File: config.mk
export PLATFORM = sky130hd
export DESIGN_NAME = out_port_hs
export DESIGN_NICKNAME = d
export VERILOG_FILES = /design/src/rtl/cpu_io_pkg.sv /design/src/rtl/io_fifo.sv /design/src/rtl/out_port_hs.sv
export SDC_FILE = /design/constraint.sdc
export NUM_CORES = 1
export LEC_CHECK = 0
export CAP_MARGIN = 5
export CORE_MARGIN = 2
export CORE_UTILIZATION = 59
export CTS_CLUSTER_SIZE = 25
export DETAILED_ROUTE_END_ITERATION = 16
export PLACE_DENSITY = 0.88
export SLEW_MARGIN = 40
export SYNTH_ARGS = -nofsm -noshare
export SYNTH_HDL_FRONTEND = slang
export SYNTH_HIERARCHICAL = 1
export SYNTH_SLANG_ARGS = --single-unit
export TNS_END_PERCENT = 50
File: constraint.sdc
create_clock -name clock -period 7.6 [get_ports clock]
set_clock_uncertainty 0.1 [all_clocks]
set_input_delay 1.9 -clock clock [delete_from_list [all_inputs] [get_ports clock]]
set_output_delay 1.9 -clock clock [all_outputs]
set_load 0.02 [all_outputs]
File: src/rtl/cpu_io_pkg.sv
// Shared constants and types for the CPU I/O port peripherals.
package cpu_io_pkg;

   localparam int unsigned IO_DATA_W     = 32;
   localparam int unsigned OUTPORT_DEPTH = 4;

   typedef enum logic [1:0] {
      ST_IDLE    = 2'd0,
      ST_STROBE  = 2'd1,
      ST_RELEASE = 2'd2
   } tx_state_e;

endpackage : cpu_io_pkg

File: src/rtl/io_fifo.sv
// Synchronous FIFO with registered occupancy count; full/empty/head are decoded combinationally.
module io_fifo
   import cpu_io_pkg::*;
#(
   parameter int unsigned DATA_W = IO_DATA_W,
   parameter int unsigned DEPTH  = OUTPORT_DEPTH,
   parameter int unsigned CNT_W  = 3
)(
   input  logic              clk_i,
   input  logic              clear_i,
   input  logic              push_i,
   input  logic              pop_i,
   input  logic [DATA_W-1:0] wdata_i,
   output logic [DATA_W-1:0] rdata_c,
   output logic              full_c,
   output logic              empty_c,
   output logic [CNT_W-1:0]  count_o
);

   localparam int unsigned PTR_W = $clog2(DEPTH);

   logic [DATA_W-1:0] mem_q [DEPTH];
   logic [PTR_W-1:0]  wr_ptr_q, wr_ptr_d;
   logic [PTR_W-1:0]  rd_ptr_q, rd_ptr_d;
   logic [CNT_W-1:0]  count_q, count_d;

   // DEPTH is a power of two, so pointers wrap by natural overflow.
   always_comb begin
      wr_ptr_d = wr_ptr_q + PTR_W'(push_i);
      rd_ptr_d = rd_ptr_q + PTR_W'(pop_i);
      count_d  = count_q + CNT_W'(push_i) - CNT_W'(pop_i);
   end

   always_ff @(posedge clk_i) begin
      if (clear_i) begin
         wr_ptr_q <= '0;
         rd_ptr_q <= '0;
         count_q  <= '0;
      end else begin
         wr_ptr_q <= wr_ptr_d;
         rd_ptr_q <= rd_ptr_d;
         count_q  <= count_d;
      end
   end

   // Storage is not reset; a clear only invalidates it via the pointers.
   always_ff @(posedge clk_i) begin
      if (push_i) begin
         mem_q[wr_ptr_q] <= wdata_i;
      end
   end

   assign rdata_c = mem_q[rd_ptr_q];
   assign full_c  = (count_q == CNT_W'(DEPTH));
   assign empty_c = (count_q == '0);
   assign count_o = count_q;

endmodule : io_fifo

File: src/rtl/out_port_hs.sv
// Buffered output port: FIFO of CPU writes drained by a four-phase Out_Strobe/Out_Ack handshake.
// Define OUTPORT_TIMEOUT_EN to add an ack-wait timeout that discards the word and sets out_err.
module out_port_hs
   import cpu_io_pkg::*;
#(
   parameter int unsigned DATA_W      = IO_DATA_W,
   parameter int unsigned DEPTH       = OUTPORT_DEPTH,
   parameter int unsigned CNT_W       = 3
`ifdef OUTPORT_TIMEOUT_EN
   , parameter int unsigned TIMEOUT_CYC = 255
`endif
)(
   input  logic              clock,
   input  logic              clear,
   input  logic [DATA_W-1:0] BusMuxOut,
   input  logic              OutPortin,
   output logic [DATA_W-1:0] Outport_Out,
   output logic              Out_Strobe,
   input  logic              Out_Ack,
   output logic              out_full,
   output logic              out_empty,
   output logic [CNT_W-1:0]  out_count,
   output logic              out_ovf,
   output logic              out_err
);

   tx_state_e         state_q, state_d;
   logic [DATA_W-1:0] data_q, data_d;
   logic              strobe_q, strobe_d;
   logic              ovf_q, ovf_d;
   logic              pop_c;
   logic              push_c;
   logic [DATA_W-1:0] head_c;
   logic              full_c;
   logic              empty_c;

`ifdef OUTPORT_TIMEOUT_EN
   localparam int unsigned WAIT_W = ($clog2(TIMEOUT_CYC + 1) > 8) ? $clog2(TIMEOUT_CYC + 1) : 8;

   logic [WAIT_W-1:0] wait_q, wait_d;
   logic [WAIT_W-1:0] wait_inc_c;
   logic              err_q, err_d;

   assign wait_inc_c = wait_q + WAIT_W'(1);
`endif

   // A push into a full FIFO still fits if the head leaves on the same edge.
   assign push_c = OutPortin & (~full_c | pop_c);
   assign ovf_d  = ovf_q | (OutPortin & ~push_c);

   io_fifo #(
      .DATA_W (DATA_W),
      .DEPTH  (DEPTH),
      .CNT_W  (CNT_W)
   ) u_fifo (
      .clk_i   (clock),
      .clear_i (clear),
      .push_i  (push_c),
      .pop_i   (pop_c),
      .wdata_i (BusMuxOut),
      .rdata_c (head_c),
      .full_c  (full_c),
      .empty_c (empty_c),
      .count_o (out_count)
   );

   // Transmit FSM next-state and output decode.
   always_comb begin
      state_d  = state_q;
      data_d   = data_q;
      strobe_d = strobe_q;
      pop_c    = 1'b0;
`ifdef OUTPORT_TIMEOUT_EN
      wait_d   = wait_q;
      err_d    = err_q;
`endif
      case (state_q)
         ST_IDLE: begin
            if (!empty_c) begin
               data_d   = head_c;
               strobe_d = 1'b1;
               state_d  = ST_STROBE;
`ifdef OUTPORT_TIMEOUT_EN
               wait_d   = '0;
`endif
            end
         end
         ST_STROBE: begin
`ifdef OUTPORT_TIMEOUT_EN
            wait_d = wait_inc_c;
`endif
            if (Out_Ack) begin
               pop_c    = 1'b1;
               strobe_d = 1'b0;
               state_d  = ST_RELEASE;
            end
`ifdef OUTPORT_TIMEOUT_EN
            else if (wait_inc_c == WAIT_W'(TIMEOUT_CYC)) begin
               pop_c    = 1'b1;
               strobe_d = 1'b0;
               err_d    = 1'b1;
               state_d  = ST_IDLE;
            end
`endif
         end
         ST_RELEASE: begin
            strobe_d = 1'b0;
            if (!Out_Ack) begin
               state_d = ST_IDLE;
            end
         end
         default: begin
            strobe_d = 1'b0;
            state_d  = ST_IDLE;
         end
      endcase
   end

   always_ff @(posedge clock) begin
      if (clear) begin
         state_q  <= ST_IDLE;
         data_q   <= '0;
         strobe_q <= 1'b0;
         ovf_q    <= 1'b0;
      end else begin
         state_q  <= state_d;
         data_q   <= data_d;
         strobe_q <= strobe_d;
         ovf_q    <= ovf_d;
      end
   end

`ifdef OUTPORT_TIMEOUT_EN
   always_ff @(posedge clock) begin
      if (clear) begin
         wait_q <= '0;
         err_q  <= 1'b0;
      end else begin
         wait_q <= wait_d;
         err_q  <= err_d;
      end
   end

   assign out_err = err_q;
`else
   assign out_err = 1'b0;
`endif

   assign Outport_Out = data_q;
   assign Out_Strobe  = strobe_q;
   assign out_ovf     = ovf_q;
   assign out_full    = full_c;
   assign out_empty   = empty_c;

endmodule : out_port_hs

==> flow_summary_export.csv <==
group,metric,value,unit
status,outcome,"finished, final reports clean",
setup_path,critPathMaxFanout,5,
clock_tree,cts-buffers-inserted,17,
clock_tree,cts_setup_buffers,0,
drt,viasPerCell,5.81,
floorplan,die_w,107,um
logic_synthesis,synth.net_count,402,
logic_synthesis,ys_types,31,
floorplan,ioPinCount,76,
clock_tree,clk_latency,0.51,ns
drt,drtIter0Drc,333,
floorplan,rows,37,
drt,drc_errors,0,
sta,fmax,243,MHz
floorplan,die_area,0.0115,mm2
setup_path,critPathCaptureType,"primary output",
drt,dr_total_vias,3415,
setup_path,cp.required,5.60,ns
setup_path,start_kind,"flip-flop",
drt,firstDrtPassIters,5,
grt,overflow,0,
power_and_ir_drop,power.density,377,mW/mm2
sta,worst_slack,3.48,ns
clock_tree,cts_tree,"yes",
place,io_buffer_count,74,
grt,grt_pass1_wl,19.6,mm
layout,diodes,0,
power_and_ir_drop,p_leak,0.00258,uW
clock_tree,htreeDepth,4,
sta,worst_pin_slew,0.712,ns
sta,tns,0,ns
layout,drive_gt1_share,16.2,%
floorplan,start_util,60.8,%
clock_tree,cts.clk_slew.worst_paths,0.06,ns
sta,period_minus_slack,4.12,ns
logic_synthesis,yosysWarnings,6,
sta,slew_headroom,52.5,%
layout,layout_commonest_cell,"edfxtp_1",
place,hpwl,7.34,mm
sta,setup_viol,0,
place,place_area,0.00714,mm2
grt,grt_start_max_net_pins,44,
clock_tree,cts_resized,0,
clock_tree,clk_root_buffer_cell,"clkbuf_8",
drt,final_antenna_net_count,0,
setup_path,crit_arrival,2.12,ns
job,cap_violations,0,
grt,grt_util_all_layers,23.7,%
floorplan,core,0.0104,mm2
logic_synthesis,postSynthAreaPerCell,17.5,um2
sta,final.period_utilization,54.3,%
worst_hold_path,min_path_type,"reg2reg",
sta,grt_setup_unrepaired,"false",
power_and_ir_drop,ir_drop,294,uV
grt,antenna_found_initial,0,
layout,final_cell_mix,"128 x edfxtp_1, 73 x clkdlybuf4s50_1, 65 x nand2_1",
layout,areaGrowthSynthToFinish,22.9,%
drt,wl_per_cell,21.8,um
layout,nets,480,
logic_synthesis,syn_inst,361,
clock_tree,cts_hold_buf,0,
drt,drt-total-wl,12.8,mm
setup_path,worstSetupPathType,"reg2out",
logic_synthesis,synth_seq_cells,171,
place,place_congestion,0.690,
logic_synthesis,ys_seq_area_share,74.6,%
clock_tree,clock-sinks,171,
sta,hold_violations,0,
clock_tree,clockBufferDepth,2,
grt,grt_pass1_vias,3520,
layout,fillers,579,
place,pre_cts_ws,2.84,ns
sta,slew_viol_final,0,
layout,final_area,0.00775,mm2
sta,hold_ws,0.354,ns
logic_synthesis,syn-cell-area,0.00631,mm2
floorplan,die_y,107,um
==> path summary, 6_finish.rpt <==
path,start,endpoint,slack [ns],cells past startpoint
hold reg to reg,Outport_Out[13],Outport_Out[13],0.35,2
setup / recovery,u_fifo/count_o[1],out_empty,3.48,2
hold / removal,Outport_Out[13],Outport_Out[13],0.35,2
setup reg to reg,state_q[0],u_fifo/mem_q[0][22],4.85,4
==> power by group <==
group	leakage [uW]	internal, uW	switching, uW
combinational	0.000748	362	464
sequential	0.00153	1170	85.6
clock	0.000302	514	327
==> final cells by class <==
type / instances / area (um2) / share of cell area [%]
clock inverters: 4 / 20.0 / 0.258
clock buffers: 28 / 581 / 7.49
inverters: 6 / 22.5 / 0.290
multi-input cells: 164 / 1450 / 18.7
repair buffers: 79 / 803 / 10.4
flip-flops and latches: 171 / 4710 / 60.7
well taps: 136 / 170 / 2.19
==> registers in the layout, indices dropped and copies added (netlist names) <==
| register | count |
|---|---|
| Outport_Out | 32 |
| u_fifo/rd_ptr_q | 2 |
| out_ovf | 1 |
| u_fifo/count_o | 3 |
| u_fifo/wr_ptr_q | 2 |
| u_fifo/mem_q | 128 |
| state_q | 2 |
| Out_Strobe | 1 |
==> through the flow <==
step           power, uW  utilization, %  cells
4_1_cts             2940            74.7    588
3_3_place_gp        2050            68.4    554
3_5_place_dp        2100            68.9    556
6_report            2930            74.8    588
2_1_floorplan       1800               -    361
5_1_grt             3050            74.8    588
==> routing by layer <==
metal / part of all wire [%] / global-route usage (%)
met5: 0 / 0
met4: 3.3 / 10.4
met3: 6.2 / 6.42
met2: 53 / 39.7
met1: 37 / 29.2
==> critical path, cell delays in order, from the launching register on <==
cell,delay (ns)
dfxtp_1,0.33
nor3_1,0.56
clkdlybuf4s50_1,0.72
==> cell usage after synthesis <==
master | count | area, um2
edfxtp_1 | 128 | 3840
nand2_1 | 65 | 244
dfxtp_1 | 43 | 861
a21oi_1 | 32 | 160
mux4_2 | 30 | 676
buf_2 | 6 | 30.0
inv_1 | 6 | 22.5
nor2b_1 | 6 | 37.5
nor2_1 | 5 | 18.8
buf_6 | 4 | 45.0
clkbuf_1 | 4 | 15.0
ha_1 | 4 | 50.1
buf_12 | 3 | 60.1
nor3b_1 | 3 | 22.5
xnor2_1 | 3 | 26.3
and3_1 | 2 | 12.5
buf_4 | 2 | 15.0
mux4_1 | 2 | 52.6
a2111oi_0 | 1 | 8.76
a21boi_0 | 1 | 7.51
a31oi_1 | 1 | 6.26
and3b_1 | 1 | 8.76
buf_1 | 1 | 3.75
conb_1 | 1 | 3.75
fa_1 | 1 | 20.0
nand3b_1 | 1 | 7.51
nor3_1 | 1 | 5.00
nor3_2 | 1 | 10.0
o22ai_1 | 1 | 6.26
or3_1 | 1 | 6.26
xor3_1 | 1 | 23.8
==> cells by family after synthesis <==
family | synth area share [%]
compound gates | 2.99
other cells | 0.0594
buf+inv | 3.03
mux | 11.5
xor+xnor | 0.793
flops | 74.6
simple gates | 5.91
fa+ha+maj | 1.11
No activity file was read; power rests on OpenSTA's default activity.
